## config.mk

```make
export PLATFORM = sky130hd
export DESIGN_NAME = mem_access_stage
export DESIGN_NICKNAME = d
export VERILOG_FILES = /design/src/rtl/mem_access_stage.sv
export SDC_FILE = /design/constraint.sdc
export NUM_CORES = 1
export LEC_CHECK = 0
export CORE_ASPECT_RATIO = 1.1
export CORE_MARGIN = 2
export CORE_UTILIZATION = 47
export DETAILED_ROUTE_END_ITERATION = 8
export PLACE_DENSITY = 0.86
export SLEW_MARGIN = 20
export SYNTH_ARGS = -nofsm -noshare
export SYNTH_HDL_FRONTEND = slang
export SYNTH_SLANG_ARGS = --single-unit
```

## constraint.sdc

```tcl
create_clock -name clock -period 5.1 [get_ports clock]
set_clock_uncertainty 0.05 [all_clocks]
set_input_delay 0.765 -clock clock [delete_from_list [all_inputs] [get_ports clock]]
set_output_delay 0.765 -clock clock [all_outputs]
set_load 0.01 [all_outputs]
```

## src/rtl/mem_access_stage.sv

```systemverilog
// mem_access_stage
//   Memory-access stage between EX/MEM and MEM_WB. Issues byte/half/word
//   loads and stores on a ready-handshaked data bus, extends load data into
//   Mem_Read_dat and stalls upstream until the access finishes.
//
//   State table
//     IDLE   | no access in flight; launches a bus request on an aligned op
//     ACCESS | request held on the bus, waiting for dmem_ready or timeout
//     DONE   | result valid, stall released so MEM_WB captures Mem_Read_dat
//
//   Ports
//     clock, reset                    clock and async active-high reset
//     MemReadIn, MemWriteIn           load / store request (both = store)
//     mem_size, mem_unsigned          access width and load extension
//     ALU_result_out, write_data_in   byte address and right-aligned store data
//     dmem_req/we/addr/be/wdata       registered bus request
//     dmem_ready, dmem_rdata          bus completion and read word
//     Mem_Read_dat                    extended load result
//     mem_stall                       combinational upstream hold
//     misaligned_exc, bus_error       one-cycle exception pulses
module mem_access_stage #(
  parameter int TIMEOUT = 16,
  parameter int CNT_W   = 5
) (
  input  logic        clock,
  input  logic        reset,
  input  logic        MemReadIn,
  input  logic        MemWriteIn,
  input  logic [1:0]  mem_size,
  input  logic        mem_unsigned,
  input  logic [31:0] ALU_result_out,
  input  logic [31:0] write_data_in,
  output logic        dmem_req,
  output logic        dmem_we,
  output logic [31:0] dmem_addr,
  output logic [3:0]  dmem_be,
  output logic [31:0] dmem_wdata,
  input  logic        dmem_ready,
  input  logic [31:0] dmem_rdata,
  output logic [31:0] Mem_Read_dat,
  output logic        mem_stall,
  output logic        misaligned_exc,
  output logic        bus_error
);

  typedef enum logic [1:0] {S_IDLE, S_ACCESS, S_DONE} state_t;

  localparam logic [CNT_W-1:0] LP_CNT_LAST = CNT_W'(TIMEOUT - 1);

  state_t             r_state;
  logic [CNT_W-1:0]   r_cnt;
  logic               r_req;
  logic               r_we;
  logic [31:0]        r_addr;
  logic [3:0]         r_be;
  logic [31:0]        r_wdata;
  logic [31:0]        r_rdat;
  logic               r_mis;
  logic               r_berr;

  logic               w_op;
  logic               w_misaligned;
  logic [3:0]         w_be;
  logic [31:0]        w_wdata;
  logic [31:0]        w_shifted;
  logic [31:0]        w_load;

  assign w_op = MemReadIn | MemWriteIn;

  always_comb begin
    w_misaligned = 1'b0;
    case (mem_size)
      2'b00:   w_misaligned = 1'b0;
      2'b01:   w_misaligned = ALU_result_out[0];
      default: w_misaligned = |ALU_result_out[1:0];
    endcase
  end

  always_comb begin
    w_be    = 4'b1111;
    w_wdata = write_data_in;
    case (mem_size)
      2'b00: begin
        w_be    = 4'b0001 << ALU_result_out[1:0];
        w_wdata = {4{write_data_in[7:0]}};
      end
      2'b01: begin
        w_be    = 4'b0011 << ALU_result_out[1:0];
        w_wdata = {2{write_data_in[15:0]}};
      end
      default: begin
        w_be    = 4'b1111;
        w_wdata = write_data_in;
      end
    endcase
  end

  // Inputs are held stable during the stall, so the address and size seen
  // in ACCESS still describe the access that was launched.
  assign w_shifted = dmem_rdata >> {ALU_result_out[1:0], 3'b000};

  always_comb begin
    w_load = w_shifted;
    case (mem_size)
      2'b00:   w_load = mem_unsigned ? {24'h0, w_shifted[7:0]}
                                     : {{24{w_shifted[7]}}, w_shifted[7:0]};
      2'b01:   w_load = mem_unsigned ? {16'h0, w_shifted[15:0]}
                                     : {{16{w_shifted[15]}}, w_shifted[15:0]};
      default: w_load = w_shifted;
    endcase
  end

  always_ff @(posedge clock or posedge reset) begin
    if (reset) begin
      r_state <= S_IDLE;
      r_cnt   <= '0;
      r_req   <= 1'b0;
      r_we    <= 1'b0;
      r_addr  <= '0;
      r_be    <= '0;
      r_wdata <= '0;
      r_rdat  <= '0;
      r_mis   <= 1'b0;
      r_berr  <= 1'b0;
    end else begin
      r_mis  <= 1'b0;
      r_berr <= 1'b0;
      case (r_state)
        S_IDLE: begin
          if (w_op && !w_misaligned) begin
            r_req   <= 1'b1;
            r_we    <= MemWriteIn;
            r_addr  <= {ALU_result_out[31:2], 2'b00};
            r_be    <= w_be;
            r_wdata <= w_wdata;
            r_cnt   <= '0;
            r_state <= S_ACCESS;
          end else if (w_op) begin
            r_mis <= 1'b1;
          end
        end
        S_ACCESS: begin
          if (dmem_ready) begin
            if (!r_we) r_rdat <= w_load;
            r_req   <= 1'b0;
            r_state <= S_DONE;
          end else if (r_cnt == LP_CNT_LAST) begin
            if (!r_we) r_rdat <= '0;
            r_req   <= 1'b0;
            r_berr  <= 1'b1;
            r_state <= S_DONE;
          end else begin
            r_cnt <= r_cnt + 1'b1;
          end
        end
        S_DONE: begin
          r_state <= S_IDLE;
        end
        default: begin
          r_state <= S_IDLE;
        end
      endcase
    end
  end

  // Reset forces the stall low even if an op is still presented upstream.
  assign mem_stall = !reset &&
                     ((r_state == S_ACCESS) ||
                      ((r_state == S_IDLE) && w_op && !w_misaligned));

  assign dmem_req       = r_req;
  assign dmem_we        = r_we;
  assign dmem_addr      = r_addr;
  assign dmem_be        = r_be;
  assign dmem_wdata     = r_wdata;
  assign Mem_Read_dat   = r_rdat;
  assign misaligned_exc = r_mis;
  assign bus_error      = r_berr;

endmodule

```

# After elaboration in Yosys (flattened, before gate mapping)
# Index checks and enable logic that the tools add are counted.
# word_totals
ff_bits	109
in_bits	104
# op_classes
addsub	1
n_eq_ne	7
shifts	3
mux	28
bitwise	2
reduce_logical	17
# op_table
op	n
$mux W32	6
$pmux W32 S2	2
$shr A32 B5 Y32	1
$mux W5	3
$pmux W5 S2	1
$mux W1	9
$pmux W4 S2	1
$mux W2	3
$ne A2 B2 Y1 const B	3
$reduce_and A3 Y1	2
$add A5 B1 Y5 const B	1
$eq A5 B4 Y1 const B	1
$eq A2 B1 Y1 const B	2
$logic_and A1 B1 Y1	4
$logic_not A2 Y1	2
$pmux W1 S2	2
$pmux W2 S2	1
$reduce_and A2 Y1	2
$reduce_and A4 Y1	1
$reduce_bool A2 Y1	2
$shl A1 B2 Y4 const A	1
$shl A2 B2 Y4 const A	1
$ne A3 B3 Y1 const B	1
$logic_not A1 Y1	2
other kinds (4)	4

# Logic depth before layout (Yosys ltp)
# logic_depth
depth_word	6
mapped_depth	9

# Worst setup path after synthesis
# No wires, ideal clock.
# synth_timing
kind	input-to-output
start	input ALU_result_out[1]
end	output mem_stall
arrival_time_ns	1.977
path_slack_ns	2.308
path_stages	6
n_path_buf	3
cell_sequence	buf_4 o21ai_0 o2111ai_1 buf_2 buf_2 a21oi_1
# synth_between
elab_chain_len	6
# synth_lines
element	line	rtl
start, declared	31	input logic [31:0] ALU_result_out,
$reduce_or A2 Y1	75	default: w_misaligned = |ALU_result_out[1:0];
$pmux W1 S2	72	case (mem_size)
$logic_not A1 Y1	169	((r_state == S_IDLE) && w_op && !w_misaligned));
$logic_and A1 B1 Y1	169	
$logic_or A1 B1 Y1	168	((r_state == S_ACCESS) ||
$logic_and A1 B1 Y1	167	assign mem_stall = !reset &&
end, declared	41	output logic mem_stall,
# Every way passes these cells.

# Worst setup path after layout
# Same ends and word-level chain as after synthesis.

==> results.json <==
{
  "die_h_um": 113,
  "regArea_mm2": 0.00273,
  "synth_edf_count": 0,
  "cts_tree": "built",
  "finalSetupTns_ps": 0,
  "cellPowerDensity_mw_per_mm2": 479,
  "route.detailed.drc": 0,
  "final-hold-violation-count": 0,
  "ys_seq_elements": 109,
  "die_w_um": 103,
  "vdd_drop_max_v": 0.000239,
  "grt_pass1_vias": 4814,
  "drive_gt1_frac": 0.0745,
  "rsz0062_at_grt": "false",
  "slew_violations": 0,
  "cts_buffers": 9,
  "avgSynthCellArea_um2": 9.55,
  "synth_ff_type": "dfrtp_1",
  "cts_buffer_depth": 2,
  "cp-startpoint": "ALU_result_out[1]",
  "final_antenna_net_count": 0,
  "final-setup-viol-count": 0,
  "dp_hpwl_um": 10800,
  "pin_count": 209,
  "cpPeakStageDelay_ps": 550,
  "critPathArrivalTime_ps": 2790,
  "min_period_over_period": 0.707,
  "place_ws_ps": 1490,
  "hold_path.class": "flip-flop to flip-flop",
  "synth_area_mm2": 0.00512,
  "synth_warnings": 0,
  "slowest_stage": "clkdlybuf4s50_1",
  "hold_slack_ps": 425,
  "swShare": 0.314,
  "synth.distinct_cells": 42,
  "r2r_end": "Mem_Read_dat[29]",
  "die_area_mm2": 0.0117,
  "critical_path_class": "primary input to primary output",
  "insertion_delay_ps": 330,
  "start_kind": "primary input",
  "path_cells": "clkdlybuf4s50_1 > buf_4 > o21ai_0 > o2111ai_4 > a21oi_1 > clkdlybuf4s50_1",
  "drt-total-wl_um": 14800,
  "root_buffer": "clkbuf_16",
  "fmax_ghz": 0.277,
  "antenna_cells": 0,
  "multi_input_area_mm2": 0.00221,
  "track_usage": 0.257,
  "dr_total_vias": 4642,
  "clock_power_share": 0.208,
  "gp_congestion": 0.911,
  "n_fill_cell": 799,
  "status": "finished clean",
  "rows": 39,
  "finalNetCount": 826,
  "setup_slack_ps": 1500,
  "antenna_found_initial": 0,
  "grt_overflow_total": 0,
  "coreArea_mm2": 0.0105,
  "async_flop_share": 1.00,
  "netlist_instances": 536,
  "clk_pin_slew_ps": 70,
  "grt_max_degree": 77,
  "p_seq_frac": 0.385,
  "cts_hold_buf": 0,
  "slew_headroom": 0.349,
  "internal_power_mw": 2.49,
  "cts_num_sinks": 109,
  "cap_violations": 0,
  "end_kind": "primary output",
  "wire_per_inst_um": 17.1,
  "area_growth_pct": 48.0,
  "drtIter0Drc": 205,
  "synth_seq_area_share": 0.533,
  "ff2ff_setup_slack_ps": 2640,
  "p_comb_frac": 0.407,
  "io_buffers": 206,
  "firstDrtPassIters": 5,
  "rr_worst_depth": 4,
  "cts.repair.resized": 0,
  "endpoint": "mem_stall",
  "power.leakage_nw": 3.40,
  "switchingPower_mw": 1.14,
  "fin_crit_ps": 3600,
  "r2r_start": "r_state[1]",
  "tightest_slew_ps": 977,
  "initial_core_util": 0.488,
  "postCtsSetupBuffers": 0,
  "cts_max_level": 3,
  "routed_via_density": 5.35,
  "crit_top_cell": "clkdlybuf4s50_1",
  "grt_first_pass_wirelength_um": 23700,
  "required_ps": 4280,
  "worstPathMaxFanout": 38
}
cell type report:
type / count / share of cell area
Timing Repair Buffer: 211 / 0.279
Clock inverter: 3 / 0.00892
Inverter: 4 / 0.00231
Clock buffer: 13 / 0.0344
Sequential cell: 109 / 0.360
Tap cell: 143 / 0.0236
Multi-Input combinational cell: 385 / 0.291
placed cells by master (no fill, tap or decap), drive strengths merged, types with 2 or more instances in the layout:
cell,netlist,routed
clkdlybuf4s50,0,205
nand2,172,172
dfrtp,109,109
o21ai,46,46
mux2i,32,32
nor2,31,31
a21oi,25,25
a221o,18,18
clkbuf,19,13
mux2,10,10
nand3b,8,8
a31oi,8,8
buf,20,6
nand2b,4,4
inv,4,4
xor2,3,3
nor3b,3,3
o21a,2,2
nand3,2,2
ha,2,2
conb,1,2
bufinv,0,2
nor4b,2,2
how the worst min path moves through the flow:
stage | to | start | slack [ps] | cells past startpoint
2_1_floorplan | r_cnt[4] | r_cnt[4] | 430 | 1
3_3_place_gp | dmem_addr[18] | dmem_addr[18] | 410 | 2
3_5_place_dp | dmem_addr[25] | dmem_addr[25] | 410 | 2
4_1_cts | dmem_addr[11] | dmem_addr[11] | 430 | 2
5_1_grt | dmem_addr[21] | dmem_addr[21] | 460 | 2
6_report | dmem_addr[25] | dmem_addr[25] | 430 | 2
power groups by stage:
stage | Combinational, mW | Sequential, mW | Clock, mW
after floorplan | 0.436 | 1.54 | 0
after global placement | 1.44 | 1.39 | 0
after detailed placement | 1.48 | 1.40 | 0
after CTS | 1.48 | 1.40 | 0.769
after global routing | 1.60 | 1.44 | 0.802
final | 1.48 | 1.40 | 0.754
routing by layer:
| metal | vias up | global-route usage | wire (µm) |
|---|---|---|---|
| li1 | 2185 | - | - |
| met1 | 2246 | 0.329 | 5910 |
| met2 | 180 | 0.427 | 7390 |
| met3 | 31 | 0.0582 | 1120 |
| met4 | 0 | 0.0921 | 401 |
| met5 | - | 0 | 0 |
cells by family after synthesis:
kind of cell    after synthesis  share of synthesized area
flops                       109                      0.533
simple gates                230                      0.192
buf+inv                      43                     0.0403
mux                          43                     0.0890
compound gates              105                      0.135
other cells                   1                   0.000733
fa+ha+maj                     2                    0.00489
xor+xnor                      3                    0.00514
stage by stage:
| step | area (µm²) | cells | util | power (mW) |
|---|---|---|---|---|
| floorplan | 5120 | 537 | - | 1.98 |
| global placement | 7220 | 851 | 0.688 | 2.82 |
| detailed placement | 7220 | 851 | 0.688 | 2.88 |
| CTS | 7540 | 867 | 0.719 | 3.65 |
| global route | 7570 | 868 | 0.722 | 3.84 |
| finish | 7570 | 868 | 0.722 | 3.62 |
flip-flops by register name, summed over array words and instances, names as in the netlist:
name / flops
Mem_Read_dat: 32
bus_error: 1
dmem_addr: 30
dmem_be: 4
dmem_req: 1
dmem_wdata: 32
dmem_we: 1
misaligned_exc: 1
r_cnt: 5
r_state: 2
critical path, delay by kind of cell:
family	cells	cell delay, ps
buffers and inverters	3	1220
AOI/OAI and AO/OA	3	800
synthesized netlist by cell type, types with 2 or more instances:
master / number / area share
nand2_1: 172 / 0.13
dfrtp_1: 109 / 0.53
o21ai_0: 46 / 0.045
mux2i_1: 32 / 0.063
nor2_1: 31 / 0.023
a21oi_1: 25 / 0.024
clkbuf_1: 19 / 0.014
buf_2: 15 / 0.015
a221o_2: 13 / 0.029
mux2_2: 10 / 0.022
a31oi_1: 8 / 0.0098
nand3b_1: 8 / 0.012
a221o_1: 5 / 0.0098
inv_1: 4 / 0.0029
buf_4: 3 / 0.0044
nand2b_1: 3 / 0.0037
xor2_1: 3 / 0.0051
buf_6: 2 / 0.0044
ha_1: 2 / 0.0049
nand3_1: 2 / 0.0020
nor3b_2: 2 / 0.0049
o21a_1: 2 / 0.0029
(Power assumes the default switching activity.)
